<file path="src/rtl/gfx_pkg.sv">
// ---------------------------------------------------------------------------
// gfx_pkg
// Shared types and constants for the pixel compositing path.
//   game_state_t : 3-bit encoding of the game flow states
//   pixel_t      : 12-bit RGB pixel, 4 bits per channel (R in [11:8])
//   fade_state_t : states of the frame-stepped fade controller
//   BRIGHT_MAX   : brightness value that leaves a pixel unchanged
//   PIPE_LAT     : clocks from compositor input to pixel_out
//   scaleChannel : scales one 4-bit channel by a 0..16 brightness
// ---------------------------------------------------------------------------
package gfx_pkg;

  typedef enum logic [2:0] {
    WELCOME = 3'd0,
    START   = 3'd1,
    PLAY    = 3'd2,
    PAUSE   = 3'd3,
    FINISH  = 3'd4
  } game_state_t;

  typedef logic [11:0] pixel_t;

  typedef enum logic [1:0] {
    IDLE,
    FADE_OUT,
    HOLD,
    FADE_IN
  } fade_state_t;

  localparam int BRIGHT_MAX = 16;
  localparam int PIPE_LAT   = 3;

  // Brightness is in sixteenths, so 16 passes the channel through unchanged.
  // The product never exceeds 15*16 = 240, so 8 bits hold it exactly.
  function automatic logic [3:0] scaleChannel(input logic [3:0] c, input logic [4:0] b);
    return 4'((8'(c) * 8'(b)) >> 4);
  endfunction

endpackage

</file>
<file path="src/rtl/pixel_sat_add.sv">
// ---------------------------------------------------------------------------
// pixel_sat_add
// Per-channel saturating sum of N RGB pixels. Each 4-bit channel is summed
// on its own (no carry into the neighbouring channel) and clamped to 4'hF.
// Ports:
//   i_pix : N packed 12-bit pixels
//   o_sum : saturated per-channel sum
// ---------------------------------------------------------------------------
module pixel_sat_add
  import gfx_pkg::*;
#(
  parameter int N = 5
) (
  input  logic [N-1:0][11:0] i_pix,
  output pixel_t             o_sum
);

  // The accumulator is wide enough that N channels of 15 can never wrap
  // before the clamp; at least 7 bits as the narrowest useful width.
  localparam int SW = (($clog2(N) + 4) > 7) ? ($clog2(N) + 4) : 7;

  logic [2:0][SW-1:0] w_acc;

  // Accumulate each channel independently across all inputs.
  always_comb begin
    w_acc = '0;
    for (int ch = 0; ch < 3; ch++) begin
      for (int i = 0; i < N; i++) begin
        w_acc[ch] = w_acc[ch] + SW'(i_pix[i][ch*4 +: 4]);
      end
    end
  end

  // Clamp each channel sum to full intensity.
  always_comb begin
    o_sum = '0;
    for (int ch = 0; ch < 3; ch++) begin
      o_sum[ch*4 +: 4] = (w_acc[ch] > SW'(15)) ? 4'hF : w_acc[ch][3:0];
    end
  end

endmodule

</file>
<file path="src/rtl/layer_compositor.sv">
// ---------------------------------------------------------------------------
// layer_compositor
// Three-stage pixel mixer: keyed sprite layers, a grid-object layer, a
// saturating sum of the floor and additive overlays, and a menu overlay are
// merged into one 12-bit pixel, then scaled by a fade brightness that steps
// once per frame whenever the game state changes.
// Ports:
//   clock, reset        : pixel clock, synchronous active-low reset
//   layer_pixel/enable  : keyed sprite layers, index 0 highest priority
//   object_pixel        : grid-object layer (keyed by SPRITE_KEY)
//   floor_pixel         : opaque background, base of the additive sum
//   add_pixel           : additive info overlays
//   menu_pixel          : menu overlay (keyed by MENU_KEY), WELCOME only
//   game_state          : requested game state
//   hcount, vcount      : pixel coordinates (not used by the mixer)
//   hsync, vsync, blank : timing inputs, delayed to *_out by 3 clocks
//   pixel_out           : composited pixel aligned with *_out
//   displayed_state     : state currently being rendered
//   fade_busy           : high while a fade is in progress
// ---------------------------------------------------------------------------
module layer_compositor
  import gfx_pkg::*;
#(
  parameter int          NUM_LAYERS = 4,
  parameter int          NUM_ADD    = 4,
  parameter logic [11:0] SPRITE_KEY = 12'hFFF,
  parameter logic [11:0] MENU_KEY   = 12'h000,
  parameter int          FADE_STEP  = 2,
  parameter bit          FADE_EN    = 1'b1
) (
  input  logic                        clock,
  input  logic                        reset,
  input  logic [NUM_LAYERS-1:0][11:0] layer_pixel,
  input  logic [NUM_LAYERS-1:0]       layer_enable,
  input  logic [11:0]                 object_pixel,
  input  logic [11:0]                 floor_pixel,
  input  logic [NUM_ADD-1:0][11:0]    add_pixel,
  input  logic [11:0]                 menu_pixel,
  input  logic [2:0]                  game_state,
  input  logic [10:0]                 hcount,
  input  logic [9:0]                  vcount,
  input  logic                        hsync,
  input  logic                        vsync,
  input  logic                        blank,
  output logic                        hsync_out,
  output logic                        vsync_out,
  output logic                        blank_out,
  output logic [11:0]                 pixel_out,
  output logic [2:0]                  displayed_state,
  output logic                        fade_busy
);

  localparam logic [4:0] BMAX5   = 5'(BRIGHT_MAX);
  localparam logic [4:0] STEP5   = 5'(FADE_STEP);
  localparam logic [4:0] IN_LAST = BMAX5 - STEP5;

  // Sync bundles are packed as {hsync, vsync, blank}.
  logic                  w_spriteHit;
  pixel_t                w_spritePix;
  logic [NUM_ADD:0][11:0] w_addIn;
  pixel_t                w_sum;
  pixel_t                w_s2Pix;
  pixel_t                w_scaled;
  logic                  w_tick;
  logic                  w_unusedCoords;

  pixel_t      r_s1Sprite, r_s1Object, r_s1Menu, r_s1Sum;
  logic        r_s1Hit;
  logic [2:0]  r_s1Sync;
  pixel_t      r_s2Pix;
  logic [2:0]  r_s2Sync;
  pixel_t      r_pixOut;
  logic [2:0]  r_syncOut;
  fade_state_t r_fadeState;
  logic [4:0]  r_bright;
  logic [2:0]  r_dispState;
  logic        r_vsyncQ;

  // Coordinates only travel alongside the pixel upstream of this block.
  assign w_unusedCoords = &{1'b0, hcount, vcount};

  // Floor is input 0 of the adder, the overlays follow it.
  assign w_addIn = {add_pixel, floor_pixel};

  pixel_sat_add #(.N(NUM_ADD + 1)) u_satAdd (
    .i_pix (w_addIn),
    .o_sum (w_sum)
  );

  // Walk from the lowest priority layer upwards so the lowest visible
  // enabled index is the last one written and therefore wins.
  always_comb begin
    w_spriteHit = 1'b0;
    w_spritePix = '0;
    for (int i = NUM_LAYERS - 1; i >= 0; i--) begin
      if (layer_enable[i] && (layer_pixel[i] != SPRITE_KEY)) begin
        w_spriteHit = 1'b1;
        w_spritePix = layer_pixel[i];
      end
    end
  end

  // Stage 1: capture the sprite winner, the saturated sum and the keyed
  // layers that are resolved in stage 2.
  always_ff @(posedge clock) begin
    if (!reset) begin
      r_s1Sprite <= '0;
      r_s1Hit    <= 1'b0;
      r_s1Object <= '0;
      r_s1Menu   <= '0;
      r_s1Sum    <= '0;
      r_s1Sync   <= 3'b111;
    end else begin
      r_s1Sprite <= w_spritePix;
      r_s1Hit    <= w_spriteHit;
      r_s1Object <= object_pixel;
      r_s1Menu   <= menu_pixel;
      r_s1Sum    <= w_sum;
      r_s1Sync   <= {hsync, vsync, blank};
    end
  end

  // Priority uses the rendered state so the menu appears and disappears
  // while the screen is dark, not at the moment game_state changes.
  always_comb begin
    w_s2Pix = r_s1Sum;
    if ((r_dispState == WELCOME) && (r_s1Menu != MENU_KEY)) begin
      w_s2Pix = r_s1Menu;
    end else if (r_s1Hit) begin
      w_s2Pix = r_s1Sprite;
    end else if (r_s1Object != SPRITE_KEY) begin
      w_s2Pix = r_s1Object;
    end
  end

  // Stage 2: hold the chosen pixel.
  always_ff @(posedge clock) begin
    if (!reset) begin
      r_s2Pix  <= '0;
      r_s2Sync <= 3'b111;
    end else begin
      r_s2Pix  <= w_s2Pix;
      r_s2Sync <= r_s1Sync;
    end
  end

  // Apply the fade brightness to each channel.
  always_comb begin
    w_scaled = '0;
    for (int ch = 0; ch < 3; ch++) begin
      w_scaled[ch*4 +: 4] = scaleChannel(r_s2Pix[ch*4 +: 4], r_bright);
    end
  end

  // Stage 3: output registers; blanked pixels are forced to black.
  always_ff @(posedge clock) begin
    if (!reset) begin
      r_pixOut  <= '0;
      r_syncOut <= 3'b111;
    end else begin
      r_pixOut  <= r_s2Sync[0] ? 12'h000 : w_scaled;
      r_syncOut <= r_s2Sync;
    end
  end

  assign pixel_out = r_pixOut;
  assign {hsync_out, vsync_out, blank_out} = r_syncOut;

  // One pulse per frame on the falling edge of the active-low vsync.
  assign w_tick = r_vsyncQ & ~vsync;

  // Fade controller: dim to black one step per frame, swap the rendered
  // state while dark, then brighten again. A new request while brightening
  // turns around from the current level instead of jumping.
  always_ff @(posedge clock) begin
    if (!reset) begin
      r_fadeState <= IDLE;
      r_bright    <= BMAX5;
      r_dispState <= WELCOME;
      r_vsyncQ    <= 1'b1;
    end else begin
      r_vsyncQ <= vsync;
      if (!FADE_EN) begin
        r_fadeState <= IDLE;
        r_bright    <= BMAX5;
        r_dispState <= game_state;
      end else begin
        case (r_fadeState)
          IDLE: begin
            r_bright <= BMAX5;
            if (game_state != r_dispState) begin
              r_fadeState <= FADE_OUT;
            end
          end
          FADE_OUT: begin
            if (w_tick) begin
              if (r_bright <= STEP5) begin
                r_bright    <= '0;
                r_fadeState <= HOLD;
              end else begin
                r_bright <= r_bright - STEP5;
              end
            end
          end
          HOLD: begin
            if (w_tick) begin
              r_dispState <= game_state;
              r_fadeState <= FADE_IN;
            end
          end
          FADE_IN: begin
            if (game_state != r_dispState) begin
              r_fadeState <= FADE_OUT;
            end else if (w_tick) begin
              if (r_bright >= IN_LAST) begin
                r_bright    <= BMAX5;
                r_fadeState <= IDLE;
              end else begin
                r_bright <= r_bright + STEP5;
              end
            end
          end
          default: r_fadeState <= IDLE;
        endcase
      end
    end
  end

  assign displayed_state = r_dispState;
  assign fade_busy       = (r_fadeState != IDLE);

endmodule

</file>
<file path="config.mk">
export PLATFORM = sky130hd
export DESIGN_NAME = layer_compositor
export DESIGN_NICKNAME = d
export VERILOG_FILES = /design/src/rtl/gfx_pkg.sv /design/src/rtl/pixel_sat_add.sv /design/src/rtl/layer_compositor.sv
export SDC_FILE = /design/constraint.sdc
export NUM_CORES = 1
export LEC_CHECK = 0
export ABC_CLOCK_PERIOD_IN_PS = 4700
export CORE_MARGIN = 2
export CORE_UTILIZATION = 48
export DETAILED_ROUTE_END_ITERATION = 8
export GPL_ROUTABILITY_DRIVEN = 0
export HOLD_SLACK_MARGIN = 0.05
export PLACE_DENSITY = 0.81
export SETUP_SLACK_MARGIN = 0.05
export SLEW_MARGIN = 20
export SYNTH_ARGS = -nofsm -noshare
export SYNTH_HDL_FRONTEND = slang
export SYNTH_SLANG_ARGS = --single-unit
</file>
<file path="constraint.sdc">
create_clock -name clock -period 4.7 [get_ports clock]
set_clock_uncertainty 0.15 [all_clocks]
set_input_delay 0.705 -clock clock [delete_from_list [all_inputs] [get_ports clock]]
set_output_delay 0.705 -clock clock [all_outputs]
set_load 0.03 [all_outputs]
</file>
==> impl_results.md, run 1 <==
- Status: finished, final reports clean
- Die height: 117 microns
- Cell breakdown of the critical path: clkdlybuf4s50_1 > ha_1 > inv_1 > fa_1 > xnor2_1 > fa_1 > fa_1 > ha_1 > a21oi_1 > nor2b_1 > mux2i_1 > nand2_1 > o21a_1
- Setup TNS: 0 ns
- Worst hold stages: 1
- Yosys cell types: 50
- Worst Hold Class: reg -> reg
- R2R cell count: 10
- Leakage: 3.51 nW
- CTS Hold Bufs: 0
- CP required: 4.79 ns
- Drt drc: 0
- Ys flop type: dfxtp_1
- Max Freq: 243 MHz
- WL per Instance: between 10 and 15 microns
- Largest net degree at the start of global routing: 41
- Ant. Diodes: 0
- Synthesized flop and latch total: 91
- Reg2reg end: pixel_out[11]
- Final hold violations: 0
- Top fanout value on the critical path: 3
- I/O Buffers: 162
- Worst IR Drop VDD: 214 uV
- Total Wirelength: 14.0 mm
- Final #Nets: 1097
- Startpoint types: input pin
- Worst-path clk slew: 0.07 ns
- H-tree levels: 3
- Total chip power: 2.74 mW
- WP buf/inv: 2
- CP Capture Type: register
- First-pass GRT wire length: 23.4 mm
- Drt first pass iters: 5
- Share of the yosys chip area belonging to registers: 29.6%
- Asr flop ratio synth: 0%
- CP Data Arrival Time: approximately 4.2 ns
- Root Buffer: clkbuf_16
- RSZ-0062 raised after global routing: false
- Placed Cells: 989
- Die area: 0.0137 sq mm
- Share of cells above drive strength 1: 4.32%
- Initial Utilization: slightly below 50%
- Final min period: 4.12 ns
- Post-layout util: 65.3%
- Routed Antenna Nets: 0
- Slowest cell on crit path: fa_1
- Area leader, netlist: dfxtp_1
- Synthesized area: 0.00616 sq mm
- R2R Setup Slk: 1.45 ns
- Most frequent CP cell: fa_1
- Die W: 117 microns
- Cells after Synth: approximately 680
- Rows: 41
- Clock latency on the worst-skew pair: 0.34 ns
- Slowest stage delay, CP: 0.51 ns
- FF-to-FF Start: r_bright[2]
- Final Max Tran Viols: 0
- Least-Margin Pin Slew: 0.830 ns
- Syn-to-layout area delta: 33.3%
- Mean number of vias per cell: approximately 5.2
- MaxCap Viol Count: 0
- Synth warn: 0
- CTS tree: done
- Post-synth top area share: between 20% and 30%
- Worst Hold Path EP: r_s2Sync[2]
- Final count of negative-setup-slack endpoints: 0
- Highest-count cells in the layout ignoring fill and taps: clkdlybuf4s50_1 (161), dfxtp_1 (91), inv_1 (81)
- Core ar.: 0.0126 sq mm
- Num CTS Buffers: 9
- Period utilisation layout: 87.6%
- Clock sink count: 91
- Antenna violations before repair: 0
- Commonest non-fill, non-tap cell in the layout: clkdlybuf4s50_1
- Maximum root-to-sink buffer count: 2
- GRT overflow: 0
- Crit path max-delay family: adder cells
- Overall routing resource usage: about 22%
- Cell Count, Final, Fillers Out: 1005
- Half-perimeter wire length after placement: between 10 and 15 mm
- Number of global-route vias before repair: around 5400
- Gates resized, CTS repair: 0
- Mean Syn Cell Area: 9.07 sq um
- Setup Crit Path Kind: in -> reg
- Slew HR: about 44%
- Number of flops mapped to enable cells by yosys: 0
- I/O pin count: 184
- Power density cells: 334 mW/mm^2
- Top post-synthesis cells by area: dfxtp_1 (30%), ha_1 (13%), fa_1 (13%), a21oi_1 (5.0%), and2_1 (5.0%)
- DRT iter0 DRCs: 277
- Vias post-DR: 5257
- # Post-CTS Setup Buffers: 0
- Critical hold path startpoint: r_s1Sync[2]
## cells by family after synthesis
logic type	count (synthesis)	share of synthesized area [%]
flip-flops	91	29.6
buffers and inverters	110	6.81
AO/OA/AOI/OAI	156	17.2
other	1	0.0609
multiplexers	5	0.833
XOR/XNOR	30	4.27
AND/OR/NAND/NOR	182	15.4
adder cells (fa/ha/maj)	104	25.9
## cell usage after synthesis (all sizes together) (5+ instances only)
cell type	number
fa	39
and2	49
nor3	5
nand4	15
o211ai	8
nor2b	8
a21oi	63
o31ai	6
a31oi	6
clkbuf	22
inv	83
ha	65
xnor2	27
o21ai	21
nand3	17
dfxtp	91
o21a	10
nand2b	13
buf	5
a31o	8
nand2	40
nor2	29
o41ai	12
## where the power goes
group          internal [mW]  leakage, nW  switching [mW]
sequential             0.861        0.753           0.101
combinational          0.503         2.60           0.535
clock                  0.423        0.154           0.316
## routing by layer
metal | GRT usage, % | vias up | share of wire [%]
met5 | 0 | - | 0
met2 | 42.2 | 158 | 54
met1 | 22.6 | 2470 | 38
met3 | 4.27 | 29 | 5.5
met4 | 7.69 | 0 | 2.3
li1 | - | 2600 | -
## worst reg2reg max path: cells and delay by family (launching register included)
kind	cells	cell delay, ns
compound gates	3	0.54
buf+inv	1	0.06
xor+xnor	1	0.14
simple gates	2	0.22
fa+ha+maj	3	1.34
flops	1	0.68
## metrics by stage
step	setup slack, ns	hold slack [ns]	cell area, sq um
CTS	0.594	0.267	8210
floorplan	1.06	0.236	6160
global placement	0.406	0.240	7900
detailed placement	0.233	0.252	7900
finish	0.585	0.262	8210
global route	0.393	0.281	8210
## state kept, by name (all words and copies together) (netlist names)
| signal | count |
|---|---|
| displayed_state | 3 |
| pixel_out | 12 |
| r_bright | 4 |
| r_fadeState | 2 |
| r_s1Hit | 1 |
| r_s1Menu | 12 |
| r_s1Object | 12 |
| r_s1Sprite | 12 |
| r_s1Sum | 12 |
| r_s1Sync | 3 |
| r_s2Pix | 12 |
| r_s2Sync | 3 |
| r_syncOut | 3 |
## worst max path at each step
stage	start	slack, ns	depth (start not counted)	to
6_report	add_pixel[0]	0.58	13	r_s1Sum[0]
5_1_grt	add_pixel[0]	0.39	13	r_s1Sum[0]
4_1_cts	add_pixel[0]	0.59	13	r_s1Sum[0]
3_5_place_dp	add_pixel[0]	0.23	13	r_s1Sum[0]
3_3_place_gp	add_pixel[0]	0.41	13	r_s1Sum[0]
2_1_floorplan	floor_pixel[9]	1.06	13	r_s1Sum[8]
## layout make-up
type,instances,area (sq um)
clock inverters,7,83.8
repair buffers,163,1620
multi-input cells,480,3920
flip-flops and latches,91,1820
inverters,83,312
well taps,172,215
fillers,1021,4360
clock buffers,9,225
Note: power is estimated with default switching activity, not from simulation.
==> inputs of run 2 (changes only) <==
Settings changed: ABC_CLOCK_PERIOD_IN_PS 4700 to 4400, CORE_UTILIZATION 48 to 49, CTS_BUF_LIST from default to sky130_fd_sc_hd__clkbuf_4 sky130_fd_sc_hd__clkbuf_8, PLACE_DENSITY 0.81 to 0.83.
Clock period 4.7 ns to 4.4 ns, I/O delays scaled along.
==> run 2 against run 1 <==
First-iteration DRC count fell by 16%. Non-clock buffer count unchanged. Die area shrank 2.0%. Highest routed layer unchanged. Register-to-register slack got worse by 0.32 ns. Critical path type unchanged. Clock-buffer cell count rose by 2.
==> impl_results.md, run 2 (synthesis results as in run 1) <==
- Maximum root-to-sink buffer count: 2
- Die height: 116 microns
- Startpoint types: input pin
- Drt first pass iters: 5
- Antenna violations before repair: 0
- Total Wirelength: about 14 mm
- Root Buffer: clkbuf_8
- R2R cell count: 10
- GRT overflow: 0
- Setup TNS: 0 ns
- CTS Hold Bufs: 0
- Drt drc: 0
- Initial Utilization: between 50 and 60%
- Setup Crit Path Kind: in -> reg
- WL per Instance: 14.0 microns
- Top Layer Used: met4
- Status: finished, final reports clean
- Leakage: 3.46 nW
- Highest-count cells in the layout ignoring fill and taps: clkdlybuf4s50_1 (161), dfxtp_1 (91), inv_1 (81)
- Power density cells: 336 mW/mm^2
- Rows: 40
- Commonest non-fill, non-tap cell in the layout: clkdlybuf4s50_1
- Vias post-DR: about 5200
- H-tree levels: 3
- Share of cells above drive strength 1: 4.32%
- Clock latency on the worst-skew pair: between 0.3 and 0.4 ns
- Die W: about 120 microns
- RSZ-0062 raised after global routing: false
- I/O pin count: 184
- Least-Margin Pin Slew: between 0.8 and 0.9 ns
- Syn-to-layout area delta: 31.6%
- Met2 Wirelength: 7.27 mm
- Routed Antenna Nets: 0
- Num CTS Buffers: 9
- Half-perimeter wire length after placement: 11.8 mm
- R2R Setup Slk: 1.13 ns
- Cell area after layout: between 0.008 and 0.009 sq mm
- Placement Cell Area: between 0.007 and 0.008 sq mm
- Die area: 0.0135 sq mm
- Fillers: 977
- Final hold violations: 0
- Met3 wire length: 775 microns
- Core ar.: about 0.012 sq mm
- Routed length on met1: 5.36 mm
- # Post-CTS Setup Buffers: 0
- MaxCap Viol Count: 0
- Worst IR Drop VDD: 180 uV
- CTS tree: done
- Mean number of vias per cell: between 5 and 6
- Largest net degree at the start of global routing: 46
- Ant. Diodes: 0
- Overall routing resource usage: 21.3%
- Slew HR: 42.5%
- Final #Nets: about 1100
- Number of global-route vias before repair: 5342
- CP endpoint: r_s1Sum[0]
- Worst-path clk slew: 0.09 ns
- CP required: approximately 4.5 ns
- Final Max Tran Viols: 0
- Crit path from: floor_pixel[0]
- DRT iter0 DRCs: 234
- Gates resized, CTS repair: 0
- Cell Count, Final, Fillers Out: 1001
- Clock sink count: 91
- Final count of negative-setup-slack endpoints: 0
- Period utilisation layout: between 90 and 100%
- CP Data Arrival Time: 4.06 ns
- Top fanout value on the critical path: 3
- Worst Hold Class: reg -> reg
- Reg2reg end: pixel_out[11]
- Placed Cells: between 900 and 1000
- Max Freq: 251 MHz
- I/O Buffers: around 160
- FF-to-FF Start: r_bright[1]
- Worst Hold Slack: 0.273 ns
- CP Capture Type: register
- Final min period: between 3 and 4 ns
- First-pass GRT wire length: roughly 23 mm
## run 2: cell count changes in the layout (fill, tap and decap cells not counted)
cell | before | now
inv_6 | 2 | 0
inv_8 | 2 | 0
clkbuf_16 | 9 | 0
clkbuf_8 | 0 | 11
clkinv_4 | 1 | 3
## run 2: worst min-delay path by stage
stage	cells after the start	slack, ns	startpoint	end
3_5_place_dp	1	0.25	r_s1Sync[2]	r_s2Sync[2]
5_1_grt	1	0.30	r_s2Sync[1]	r_syncOut[1]
4_1_cts	1	0.28	r_s1Sync[2]	r_s2Sync[2]
6_report	1	0.27	r_s2Sync[2]	r_syncOut[2]
3_3_place_gp	1	0.24	r_s2Sync[1]	r_syncOut[1]
2_1_floorplan	1	0.24	r_s1Sync[0]	r_s2Sync[0]
## run 2: routing by layer
layer  track usage (%)  vias up
met5                 0        -
met3              3.63       57
met1              23.2     2401
li1                  -     2596
met4              9.60        0
met2              40.4      193
## run 2: cell type report
cell class	count	area, sq um	area share [%]
tap	168	210	2.59
clock inverter	5	61.3	0.757
timing repair buffer	163	1620	20.0
inverter	83	312	3.84
multi-input combinational	480	3920	48.4
clock buffer	11	151	1.87
sequential	91	1820	22.5
## run 2: through the flow
| stage | utilization (%) | power [mW] | setup WS [ns] |
|---|---|---|---|
| floorplan | - | 1.79 | 0.804 |
| global placement | 64.9 | 2.08 | 0.180 |
| detailed placement | 64.9 | 2.16 | 0.0647 |
| CTS | 66.6 | 2.74 | 0.416 |
| global route | 66.6 | 2.93 | 0.231 |
| finish | 66.6 | 2.73 | 0.421 |
## run 2: where the power goes
group / switching [mW] / total (mW) / leakage (nW) / internal [mW]
Clock: 0.287 / 0.583 / 0.109 / 0.296
Sequential: 0.107 / 1.03 / 0.753 / 0.919
Combinational: 0.577 / 1.12 / 2.60 / 0.540
Total: 0.971 / 2.73 / 3.46 / 1.75
## run 2: critical path: stages
cell and delay [ns]:
clkdlybuf4s50_1 0.46, ha_1 0.16, inv_1 0.06, fa_1 0.41, xnor2_1 0.23, fa_1 0.47, fa_1 0.50, ha_1 0.30
a21oi_1 0.07, nor2b_1 0.15, mux2i_1 0.30, nand2_1 0.11, o21a_1 0.19
